$ cat config.mk
export PLATFORM = sky130hd
export DESIGN_NAME = falafel_req_arbiter
export DESIGN_NICKNAME = d
export VERILOG_FILES = /design/src/rtl/falafel_req_arbiter.sv
export SDC_FILE = /design/constraint.sdc
export NUM_CORES = 1
export LEC_CHECK = 0
export CORE_AREA = 3 3 208 210
export DETAILED_ROUTE_END_ITERATION = 10
export DIE_AREA = 0 0 211 213
export GPL_ROUTABILITY_DRIVEN = 1
export PLACE_DENSITY_LB_ADDON = 0.25
export SLEW_MARGIN = 20
export SYNTH_ARGS = -nofsm -noshare
export SYNTH_HDL_FRONTEND = slang
export SYNTH_SLANG_ARGS = --single-unit
$ cat constraint.sdc
create_clock -name clk_i -period 13.8 [get_ports clk_i]
set_clock_uncertainty 0.05 [all_clocks]
set_input_delay 1.38 -clock clk_i [delete_from_list [all_inputs] [get_ports clk_i]]
set_output_delay 1.38 -clock clk_i [all_outputs]
set_load 0.05 [all_outputs]
$ cat src/rtl/falafel_req_arbiter.sv
// Round-robin front end sharing one falafel allocator among NUM_REQ requesters.
// One transaction in flight; the result returns only to the requester that issued it.
module falafel_req_arbiter #(
  parameter int NUM_REQ = 4,
  parameter int DATA_W  = 64,
  parameter int ID_W    = $clog2(NUM_REQ)
) (
  input  logic                      clk_i,
  input  logic                      rst_i,
  input  logic [NUM_REQ-1:0]        req_val_i,
  output logic [NUM_REQ-1:0]        req_rdy_o,
  input  logic [NUM_REQ-1:0]        req_is_alloc_i,
  input  logic [NUM_REQ*DATA_W-1:0] req_data_i,
  output logic [NUM_REQ-1:0]        rsp_val_o,
  input  logic [NUM_REQ-1:0]        rsp_rdy_i,
  output logic                      rsp_is_write_o,
  output logic [DATA_W-1:0]         rsp_data_o,
  output logic                      is_alloc_o,
  output logic [DATA_W-1:0]         size_to_allocate_o,
  output logic [DATA_W-1:0]         addr_to_free_o,
  output logic                      req_alloc_valid_o,
  input  logic                      alloc_ready_i,
  input  logic                      rsp_result_val_i,
  input  logic                      rsp_result_is_write_i,
  input  logic [DATA_W-1:0]         rsp_result_data_i,
  output logic                      result_ready_o,
  output logic                      busy_o,
  output logic [ID_W-1:0]           grant_id_o
);

  typedef enum logic [1:0] {
    ST_IDLE     = 2'd0,
    ST_ISSUE    = 2'd1,
    ST_WAIT_RSP = 2'd2,
    ST_DELIVER  = 2'd3
  } state_t;

  state_t              state_r;
  logic [ID_W-1:0]     ptr_r;
  logic [ID_W-1:0]     win_s;
  logic [ID_W-1:0]     next_ptr_s;
  logic                found_s;
  logic                hit_s;
  logic [ID_W:0]       sum_s;
  logic [ID_W:0]       cand_s;
  logic [DATA_W-1:0]   win_data_s;
  logic [NUM_REQ-1:0]  req_rdy_s;

  function automatic logic [NUM_REQ-1:0] grant_mask(input logic [ID_W-1:0] idx);
    grant_mask = {{(NUM_REQ-1){1'b0}}, 1'b1} << idx;
  endfunction

  // Rotating priority search: first valid requester at or above ptr, wrapping.
  always_comb begin
    found_s = 1'b0;
    win_s   = '0;
    hit_s   = 1'b0;
    sum_s   = '0;
    cand_s  = '0;
    for (int i = 0; i < NUM_REQ; i++) begin
      sum_s   = {1'b0, ptr_r} + (ID_W+1)'(i);
      cand_s  = (sum_s >= (ID_W+1)'(NUM_REQ)) ? (sum_s - (ID_W+1)'(NUM_REQ)) : sum_s;
      hit_s   = ~found_s & req_val_i[cand_s[ID_W-1:0]];
      win_s   = hit_s ? cand_s[ID_W-1:0] : win_s;
      found_s = found_s | hit_s;
    end
    next_ptr_s = (win_s == ID_W'(NUM_REQ-1)) ? '0 : (win_s + ID_W'(1));
    win_data_s = req_data_i[win_s*DATA_W +: DATA_W];
  end

  // Accept strobe is the only combinational output; held low while reset is asserted.
  always_comb begin
    req_rdy_s = '0;
    if ((state_r == ST_IDLE) && found_s && !rst_i) begin
      req_rdy_s = grant_mask(win_s);
    end else begin
      req_rdy_s = '0;
    end
  end

  assign req_rdy_o = req_rdy_s;

  // Transaction sequencer; every downstream/upstream output is a register updated on transitions.
  always_ff @(posedge clk_i or posedge rst_i) begin
    if (rst_i) begin
      state_r            <= ST_IDLE;
      ptr_r              <= '0;
      grant_id_o         <= '0;
      busy_o             <= 1'b0;
      is_alloc_o         <= 1'b0;
      size_to_allocate_o <= '0;
      addr_to_free_o     <= '0;
      req_alloc_valid_o  <= 1'b0;
      result_ready_o     <= 1'b0;
      rsp_val_o          <= '0;
      rsp_is_write_o     <= 1'b0;
      rsp_data_o         <= '0;
    end else begin
      case (state_r)
        ST_IDLE: begin
          if (found_s) begin
            state_r            <= ST_ISSUE;
            ptr_r              <= next_ptr_s;
            grant_id_o         <= win_s;
            busy_o             <= 1'b1;
            is_alloc_o         <= req_is_alloc_i[win_s];
            size_to_allocate_o <= req_is_alloc_i[win_s] ? win_data_s : '0;
            addr_to_free_o     <= req_is_alloc_i[win_s] ? '0 : win_data_s;
            req_alloc_valid_o  <= 1'b1;
          end
        end
        ST_ISSUE: begin
          if (alloc_ready_i) begin
            state_r           <= ST_WAIT_RSP;
            req_alloc_valid_o <= 1'b0;
            result_ready_o    <= 1'b1;
          end
        end
        ST_WAIT_RSP: begin
          if (rsp_result_val_i) begin
            state_r        <= ST_DELIVER;
            result_ready_o <= 1'b0;
            rsp_is_write_o <= rsp_result_is_write_i;
            rsp_data_o     <= rsp_result_data_i;
            rsp_val_o      <= grant_mask(grant_id_o);
          end
        end
        ST_DELIVER: begin
          // Only the owner's ready retires the response.
          if (rsp_rdy_i[grant_id_o]) begin
            state_r   <= ST_IDLE;
            rsp_val_o <= '0;
            busy_o    <= 1'b0;
          end
        end
        default: begin
          state_r           <= ST_IDLE;
          busy_o            <= 1'b0;
          req_alloc_valid_o <= 1'b0;
          result_ready_o    <= 1'b0;
          rsp_val_o         <= '0;
        end
      endcase
    end
  end

endmodule

---- After elaboration in Yosys (flattened, before gate mapping) ----
Cells that the tools add are included.
word-level totals
  flip-flop bits (word level) ............. 207
  input port bits ......................... 337
  output and inout bits ................... 207
cells by class
  add/subtract/negate cells ............... 8
  $lt $le $gt $ge ......................... 10
  equality and inequality tests ........... 8
  shift operators ......................... 3
  multiplexer cells ....................... 40
  bitwise logic cells ..................... 9
  reduce and logical (&&, ||, !) cells .... 15
operator list
  operator             number
  $shiftx 256x9->64    1
  $mux 64              2
  $mux 2               13
  $lt 2x3->1 const B   6
  $bmux 1 s2           6
  $mux 4               3
  $reduce_and 3->1     4
  $mux 1               11
  $ge 3x3->1 const B   3
  $ne 2x2->1 const B   4
  $pmux 2 s4           1
  $pmux 4 s2           1
  $reduce_bool 2->1    4
  $shl 1x2->4 const A  2
  $sub 2x1->2 const B  4
  $add 2x2->3 const B  2
  $eq 2x2->1 const B   3
  $pmux 1 s2           3
  $reduce_and 2->1     2
  $reduce_and 4->1     1
  $add 2x1->3 const B  1
  $and 1x1->1          3
  $ge 2x3->1 const B   1
  $not 1->1            3
  6 further kinds      9

---- Longest topological paths before layout ----
Gate-level depths: netlist of the first run.
  depth in word-level cells ............... 16
  gate-level depth with buffers ........... 10
  gate-level depth less buffers ........... 7

---- Worst setup path before layout of the first run ----
Ideal clock, no wire load.
  path type ............................... input to output
  start ................................... input req_val_i[3]
  end ..................................... output req_rdy_o[0]
  data arrival time ....................... 2.966 ns
  data required time ...................... 12.370 ns
  slack ................................... 9.404 ns
  stages on the path ...................... 8
  path buffers ............................ 2
  cell sequence ........................... nand2b_1 > a211oi_1 > nor2_4 > buf_2 > buf_1 > inv_1 > ha_1 > and2_1
on the way
  elaborated cells between the ends (all ways) .. 25
RTL lines
  element                       RTL line  RTL
  from (decl)                   10        input logic [NUM_REQ-1:0] req_val_i,
  $bmux 1 s2                    63        hit_s = ~found_s & req_val_i[cand_s[ID_W-1:0]];
  $mux 1 (not written as such)  63
  $not 1->1                     63
  $and 1x1->1                   63
  $or 1x1->1                    65        found_s = found_s | hit_s;
  $not 1->1                     63
  $and 1x1->1                   63
  $or 1x1->1                    65
  $not 1->1                     63
  $and 1x1->1                   63
  $mux 2 (*)                    64        win_s = hit_s ? cand_s[ID_W-1:0] : win_s;
  via win_s[1]                  40        logic [ID_W-1:0] win_s;
  $shl 1x2->4 (*)               50        grant_mask = {{(NUM_REQ-1){1'b0}}, 1'b1} << idx;
  $mux 4 (*)                    74        if ((state_r == ST_IDLE) && found_s && !rst_i) begin
  to (decl)                     11        output logic [NUM_REQ-1:0] req_rdy_o,
The timed path passes the listed nets; every way through them passes the cells marked *. The select of a mux whose other input is x is not followed.

---- Final worst setup path of the first run ----
  start ................................... input req_val_i[3]
  end ..................................... output req_rdy_o[1]
on the way
  longest elaborated chain between the ends .. 14
  elaborated cells between the ends (all ways) .. 25
RTL lines
  element                          RTL line
  $bmux 1 s2                       63
  $mux 1 (not written as such)     63
  $not 1->1                        63
  $and 1x1->1                      63
  $or 1x1->1                       65
  $not 1->1                        63
  $and 1x1->1                      63
  $or 1x1->1                       65
  $not 1->1                        63
  $and 1x1->1                      63
  $or 1x1->1                       65
  $logic_and 1x1->1 (2 in series)  74
  $mux 4 (*)                       74
Mark *: on every way between the ends. The rest lies on a longest branch, timed or not. The select of a mux whose other input is x is not followed.

==> results of run 1 <==
==> cells by family after synthesis <==
kind of cell    share of synthesized area [%]
compound gates                           21.8
simple gates                             8.63
flops                                    49.7
mux                                      14.1
buf+inv                                  4.66
fa+ha+maj                                1.08
==> layout by cell type (no fill, tap or decap), drive strengths merged, types with 9 or more instances in the layout <==
cell	n
clkdlybuf4s50	543
nand2	208
dfrtp	207
o31ai	128
a21oi	68
mux2	68
mux2i	68
a22o	67
clkbuf	35
buf	11
ha	9
==> metrics by stage <==
step | util [%] | instance area [um^2]
after global routing | 41.1 | 17200
final | 41.1 | 17200
after floorplan | - | 10400
after detailed placement | 38.8 | 16200
after CTS | 41.1 | 17200
after global placement | 38.8 | 16200
==> registers in the layout (all words and copies together), names as in the netlist <==
name,flops
rsp_is_write_o,1
state_r,2
grant_id_o,2
rsp_val_o,4
result_ready_o,1
rsp_data_o,64
req_alloc_valid_o,1
size_to_allocate_o,64
ptr_r,2
addr_to_free_o,64
busy_o,1
is_alloc_o,1
==> worst paths after layout <==
path	to	slack (ns)	cells past startpoint	from
max	req_rdy_o[1]	8.10	8	req_val_i[3]
min	size_to_allocate_o[42]	0.43	2	size_to_allocate_o[42]
max reg2reg	size_to_allocate_o[4]	10.55	7	ptr_r[1]
min reg2reg	size_to_allocate_o[42]	0.43	2	size_to_allocate_o[42]
max in group asynchronous	addr_to_free_o[18]	10.95	3	rst_i
min in group asynchronous	rsp_data_o[21]	1.37	2	rst_i
==> critical path, stage by stage <==
cell and delay (ns):
clkdlybuf4s50_1 0.53, mux2i_1 0.09, and2_1 0.17, nor3_2 0.30
buf_12 0.57, ha_1 0.25, and2_1 0.12, clkdlybuf4s50_1 0.83
==> cell type report <==
class | instances | area, um^2
inverters | 9 | 46.3
repair buffers | 554 | 5540
clock inverters | 10 | 205
fillers | 4128 | 24600
clock buffers | 35 | 733
flip-flops and latches | 207 | 5180
well taps | 539 | 674
multi-input cells | 649 | 4780
diodes | 1 | 2.50
==> report_power, final <==
part	total [W]	switching [W]	internal (W)
combinational	0.00261	0.00170	0.000909
sequential	0.00100	0.000139	0.000863
clock	0.000741	0.000260	0.000481
total	0.00435	0.00210	0.00225
==> per-layer routing <==
layer	global-route usage (%)	vias up	part of all wire, %
met5	0	-	0.086
met4	3.44	6	1.5
met1	18.8	4336	40
li1	-	4439	-
met2	28.4	377	50
met3	4.88	45	8.9
==> flow_summary.toml, run 1 <==
[logic_synthesis]
netlist_area_um2 = 10400
synth_top_area_cell = "dfrtp_1"
ys_async_sr_fraction_pct = 100
synth_top_area_share_pct = 49.7
synthCells = 950
ys_ff_latch = 207
syn_nets = 1296
ys_top_cells_by_count = "nand2_1 (208), dfrtp_1 (207), a21oi_1 (68), mux2_2 (68), o31ai_1 (68)"
yosysSeqAreaShare_pct = 49.7
avgSynthCellArea_um2 = 11.0
synth.distinct_cells = 33
synthMostInstantiatedCell = "nand2_1"
synth_top_flop_cell = "dfrtp_1"
synth.area.top_cells = "dfrtp_1 (50%), nand2_1 (7.5%), mux2_2 (7.3%)"
synth_edf_count = 0
synth-warning-count = 0

[critical_path]
path_max_fanout = 134
cp.arrival_ns = 4.27
worstPathRequired_ns = 12.37
cp-end-kind = "output port"
path_class = "in2out"
crit_path_start_kind = "primary input"

[sta]
worstMarginPinSlew_ns = 1.08
fin_hold_ws_ns = 0.427
rsz0062_at_grt = "false"
max_freq_ghz = 0.175
finalSetupTns_ns = 0
post-route-period-util_pct = 41.3
period_needed_ns = 5.70
finalHoldViolCount = 0
setup_viol = 0
setup_slack_ns = 8.10
relSlewSlack_pct = 27.7
drv_slew = 0

[final_layout]
final_nets = 1792
syn_to_final_growth_pct = 64.7
drive_above_1_share_pct = 12.9
layoutNonFillerInstCount = 2004

[clocking]
h-tree-depth = 1
hold_buffers = 0
clock-sinks = 207
clock-root-buffer = "clkbuf_16"
numCtsBuffers = 25
clk_pin_slew_ns = 0.06
clock_latency_ns = 0.51
cts_tree = "done"
clk_path_buf_depth = 3
cts_setup_buffers = 0
cts_resized = 0

[pwr]
ir_drop_mv = 0.125
power_w = 0.00435
p_leak_nw = 7.16
p_per_area_nw_per_um2 = 253

[route]
first_iter_violations = 464
drc = 0
via_per_inst = 4.59
routedWlPerCell_um = 19.2
finalWirelength_mm = 38.5
first_pass_iters = 5
antenna_left = 0
vias = 9203

[placement]
post-place-cells = 1958
gp_congestion = 0.766
dp_slack_ns = 8.05
dpl.hpwl_mm = 29.0
io_buffers = 543

[global_routing]
track_usage_pct = 15.9
grt_first_pass_wirelength_mm = 55.7
grt_overflow = 0
antenna_found_initial = 3
grt_pass1_vias = 9184
grt_max_degree = 143

[job]
max_cap_violations = 0

[min_path]
hold_path_class = "reg2reg"

[floorplan]
start_util_pct = 25.0
die_w_um = 211
die_area_um2 = 44900
rows = 75
io_pins = 544
core_area_um2 = 41800
die_h_um = 213

[status]
status = "completed"
(Power assumes the default switching activity.)
==> inputs of run 2 (changes only) <==
==> constraint.sdc (replaced) <==
create_clock -name clk_i -period 4.64 [get_ports clk_i]
set_clock_uncertainty 0.05 [all_clocks]
set_input_delay 0.464 -clock clk_i [delete_from_list [all_inputs] [get_ports clk_i]]
set_output_delay 0.464 -clock clk_i [all_outputs]
set_load 0.05 [all_outputs]
==> flow_summary.toml, run 2 (synthesis gave the netlist of run 1 again) <==
[status]
status = "completed"

[critical_path]
cp-end-kind = "output port"
crit_path_start_kind = "flop"
rr_startpoint = "ptr_r[1]"
worstPathRequired_ns = 4.13
path_class = "reg2out"
ff2ff_path_depth = 7
crit_start = "ptr_r[1]"
cp.arrival_ns = 2.93
path_max_fanout = 6

[final_layout]
fill_cells = 4076
syn_to_final_growth_pct = 63.8
drive_above_1_share_pct = 13.0
final_nets = 1797
final_common_cell = "clkdlybuf4s50_1"
biggestRegsByFlops = "addr_to_free_o: 64 flops, rsp_data_o: 64 flops, size_to_allocate_o: 64 flops"
diodes = 0
final_cell_mix = "clkdlybuf4s50_1 (541), nand2_1 (207), dfrtp_1 (207)"

[clocking]
hold_buffers = 0
h-tree-depth = 1
cts_tree = "done"
clock_latency_ns = 0.51
clock-sinks = 207
clock-root-buffer = "clkbuf_16"
cts_resized = 0
clk_path_buf_depth = 3
clk_pin_slew_ns = 0.06
numCtsBuffers = 25
cts_setup_buffers = 0

[sta]
relSlewSlack_pct = 48.3
max_freq_ghz = 0.290
drv_slew = 0
worstMarginPinSlew_ns = 0.775
period_needed_ns = 3.44
finalSetupTns_ns = 0
setup_viol = 0
finalHoldViolCount = 0
post-route-period-util_pct = 74.2
rsz0062_at_grt = "false"

[route]
first_pass_iters = 5
antenna_left = 0
finalWirelength_mm = 39.7
routedWlPerCell_um = 19.8
first_iter_violations = 452
vias = 9264
via_per_inst = 4.62
drc = 0

[placement]
gp_congestion = 0.806
dpl.hpwl_mm = 30.0
io_buffers = 543

[floorplan]
io_pins = 544
die_w_um = 211
die_area_um2 = 44900
die_h_um = 213
core_area_um2 = 41800
rows = 75
start_util_pct = 25.0

[global_routing]
antenna_found_initial = 1
grt_first_pass_wirelength_mm = 58.8
track_usage_pct = 16.9
grt_pass1_vias = 9692
grt_max_degree = 169
grt_overflow = 0

[pwr]
p_leak_nw = 7.13
power_w = 0.0127
ir_drop_mv = 0.348
p_per_area_nw_per_um2 = 744

[min_path]
hold_path_class = "in2async"

[job]
max_cap_violations = 0
## run 2: worst paths after layout
path / to / slack (ns)
setup / recovery: req_rdy_o[3] / 1.20
hold / removal: size_to_allocate_o[50] / 0.40
setup reg to reg: size_to_allocate_o[36] / 1.52
hold reg to reg: size_to_allocate_o[44] / 0.42
max in group asynchronous: size_to_allocate_o[18] / 3.17
min in group clk_i: size_to_allocate_o[44] / 0.42
## run 2: critical path: stages, from the launching register on
cell and delay [ns]:
dfrtp_1 0.44, mux2i_1 0.14, and2_1 0.17, nor3_2 0.45, ha_1 0.22, and2_1 0.13, clkdlybuf4s50_1 0.85
## run 2: layer usage
layer	track usage [%]	wire length, um
met1	19.8	15600
met2	29.8	19600
met3	5.60	3650
met4	4.13	845
met5	0	17
## run 2: layout make-up
cell class                 instances  area [um^2]  area share, %
sequential                       207         5180           30.3
clock buffer                      33          696           4.08
timing repair buffer             559         5630           33.0
tap                              539          674           3.95
inverter                           9         37.5          0.220
multi-input combinational        649         4780           28.0
clock inverter                     8         75.1          0.440
## run 2: report_power, final
part / total, W / switching, W / internal [W]
Sequential: 0.00298 / 0.000416 / 0.00257
Combinational: 0.00785 / 0.00511 / 0.00274
Clock: 0.00186 / 0.000762 / 0.00110
## run 2: stage by stage
stage	cells	hold WS, ns	utilization, %	setup WS, ns	cell area [um^2]
floorplan	950	0.483	-	1.44	10400
global placement	1963	0.409	39.0	1.05	16300
detailed placement	1963	0.415	39.0	0.988	16300
CTS	2004	0.395	40.9	1.16	17100
global route	2004	0.428	40.9	1.00	17100
finish	2004	0.404	40.9	1.20	17100
==> patch, RTL diff (flow settings as in run 2) <==
The 4 states of `state_t` get a one-hot encoding in 4 bits.
--- a/src/rtl/falafel_req_arbiter.sv
+++ b/src/rtl/falafel_req_arbiter.sv
@@ -30,7 +30,7 @@
 
-  typedef enum logic [1:0] {
-    ST_IDLE     = 2'd0,
-    ST_ISSUE    = 2'd1,
-    ST_WAIT_RSP = 2'd2,
-    ST_DELIVER  = 2'd3
+  typedef enum logic [3:0] {
+    ST_IDLE     = 4'b0001,
+    ST_ISSUE    = 4'b0010,
+    ST_WAIT_RSP = 4'b0100,
+    ST_DELIVER  = 4'b1000
   } state_t;
Formal check against the unedited RTL: same outputs for any inputs over 4 cycles, from zero or initial values and one cycle with rst_i high; so few cycles prove little.
==> patch against run 2 <==
Power shrank 3.7%; largest cell class unchanged; sequential cell count grew 2; wire length shrank 4.8%; die area is the same; register-to-register slack gained 200 ps; setup slack lost 170 ps; combinational power shrank 6.8%; design area grew 0.62%; critical path type unchanged; critical path depth grew 1; area after synthesis grew 0.35%.
==> patch: results (changes against run 2) <==
hp-class: "input port to asynchronous set/reset pin"
synth_cell_type_count: 40  # +21%
fillCellCount: 4060  # -0.39%
dp.cells: 1913  # -2.5%
vias: 8835  # -4.6%
hold_slack_ps: 312  # -91.8 ps
preCtsSetupSlack_ps: 1050  # +63.8 ps
synth_area_leaders: "dfrtp_1 50%, mux2_2 14%, mux2i_1 13%, o31ai_1 8.5%, nand2_1 5.1%"
post-dp-hpwl_um: 29000  # -3.3%
gp_congestion: 0.789  # -2.2%
track_usage_pct: 15.9  # -1.0 points
final_util_pct: 41.1  # +0.25 points
drt_wl_total_um: 37800  # -4.8%
grt.met3_usage_pct: 5.17  # -0.43 points
postSynthAreaPerCell_um2: 11.7  # +7.0%
cp_max_fo: 20  # +14
rrSetupSlack_ps: 1720  # +200 ps
reg2reg_to: "size_to_allocate_o[8]"
use_met1_pct: 18.2  # -1.7 points
layout-drive-gt1-share_pct: 14.9  # +1.9 points
endpoint: "req_rdy_o[3]"
antenna_found_initial: 2  # +1
grt_first_pass_wirelength_um: 55300  # -5.9%
grtUsageMet2_pct: 29.2  # -0.70 points
p_int_mw: 6.34  # -1.1%
synth_compound_area_share_pct: 11.4  # -10 points
worstReg2RegStart: "ptr_r[1]"
outcome: "finished, final reports clean"
synthesis.nets: 1232  # -4.9%
final_cells: 1957  # -2.3%
grt_max_degree: 122  # -28%
cts_resized: 0  # unchanged
ys_seq_area_share_pct: 50.0  # +0.32 points
synth_adder_area_share_pct: 0.479  # -0.60 points
drt_iter0_drc: 419  # -7.3%
crit_arrival_ps: 3100  # +170 ps
dpl_cell_area_mm2: 0.0164  # +0.52%
cp_slowest_stage_delay_ps: 800  # -50 ps
wl_met2_um: 19400  # -0.65%
synthXorXnorAreaFrac_pct: 0  # unchanged
ir_drop_uv: 340  # -2.4%
route.met3.wl_um: 3400  # -6.8%
cts_buffer_depth: 3  # unchanged
grt_pass1_vias: 8980  # -7.3%
wl_met1_um: 14500  # -7.2%
yosys-mux-area-fraction_pct: 27.0  # +13 points
p_leak_nw: 7.46  # +4.7%
synth_common_cells: "208 x dfrtp_1, 141 x nand2_1, 131 x mux2_2, 131 x mux2i_1, 118 x o31ai_1"
drt_pass1_iterations: 4  # -1
fin_nets: 1742  # -3.1%
## patch: cell types whose count changed in the layout (fill, tap and decap cells not counted), moves of 5 or more
cell | run 2 | this run
o31ai_1 | 68 | 118
mux2_2 | 67 | 130
nor2_1 | 4 | 10
a22o_1 | 67 | 0
o31ai_2 | 60 | 11
mux2i_1 | 67 | 131
ha_1 | 9 | 4
nand2_1 | 207 | 139
a21oi_1 | 68 | 8
## patch: power by group through the flow
stage               combinational (mW)  clock, mW  sequential [mW]
floorplan                         2.46          0             5.42
global route                      7.76       2.05             3.11
detailed placement                7.41          0             3.04
finish                            7.32       1.89             3.01
global placement                  7.36          0             3.02
CTS                               7.41       1.97             3.02
## patch: area by class of cell
class / instances / share of cell area [%]
Multi-Input combinational cell: 599 / 28.1
Clock buffer: 32 / 4.09
Antenna cell: 1 / 0.0146
Sequential cell: 209 / 30.5
Clock inverter: 11 / 0.503
Tap cell: 539 / 3.93
Inverter: 9 / 0.219
Timing Repair Buffer: 557 / 32.7
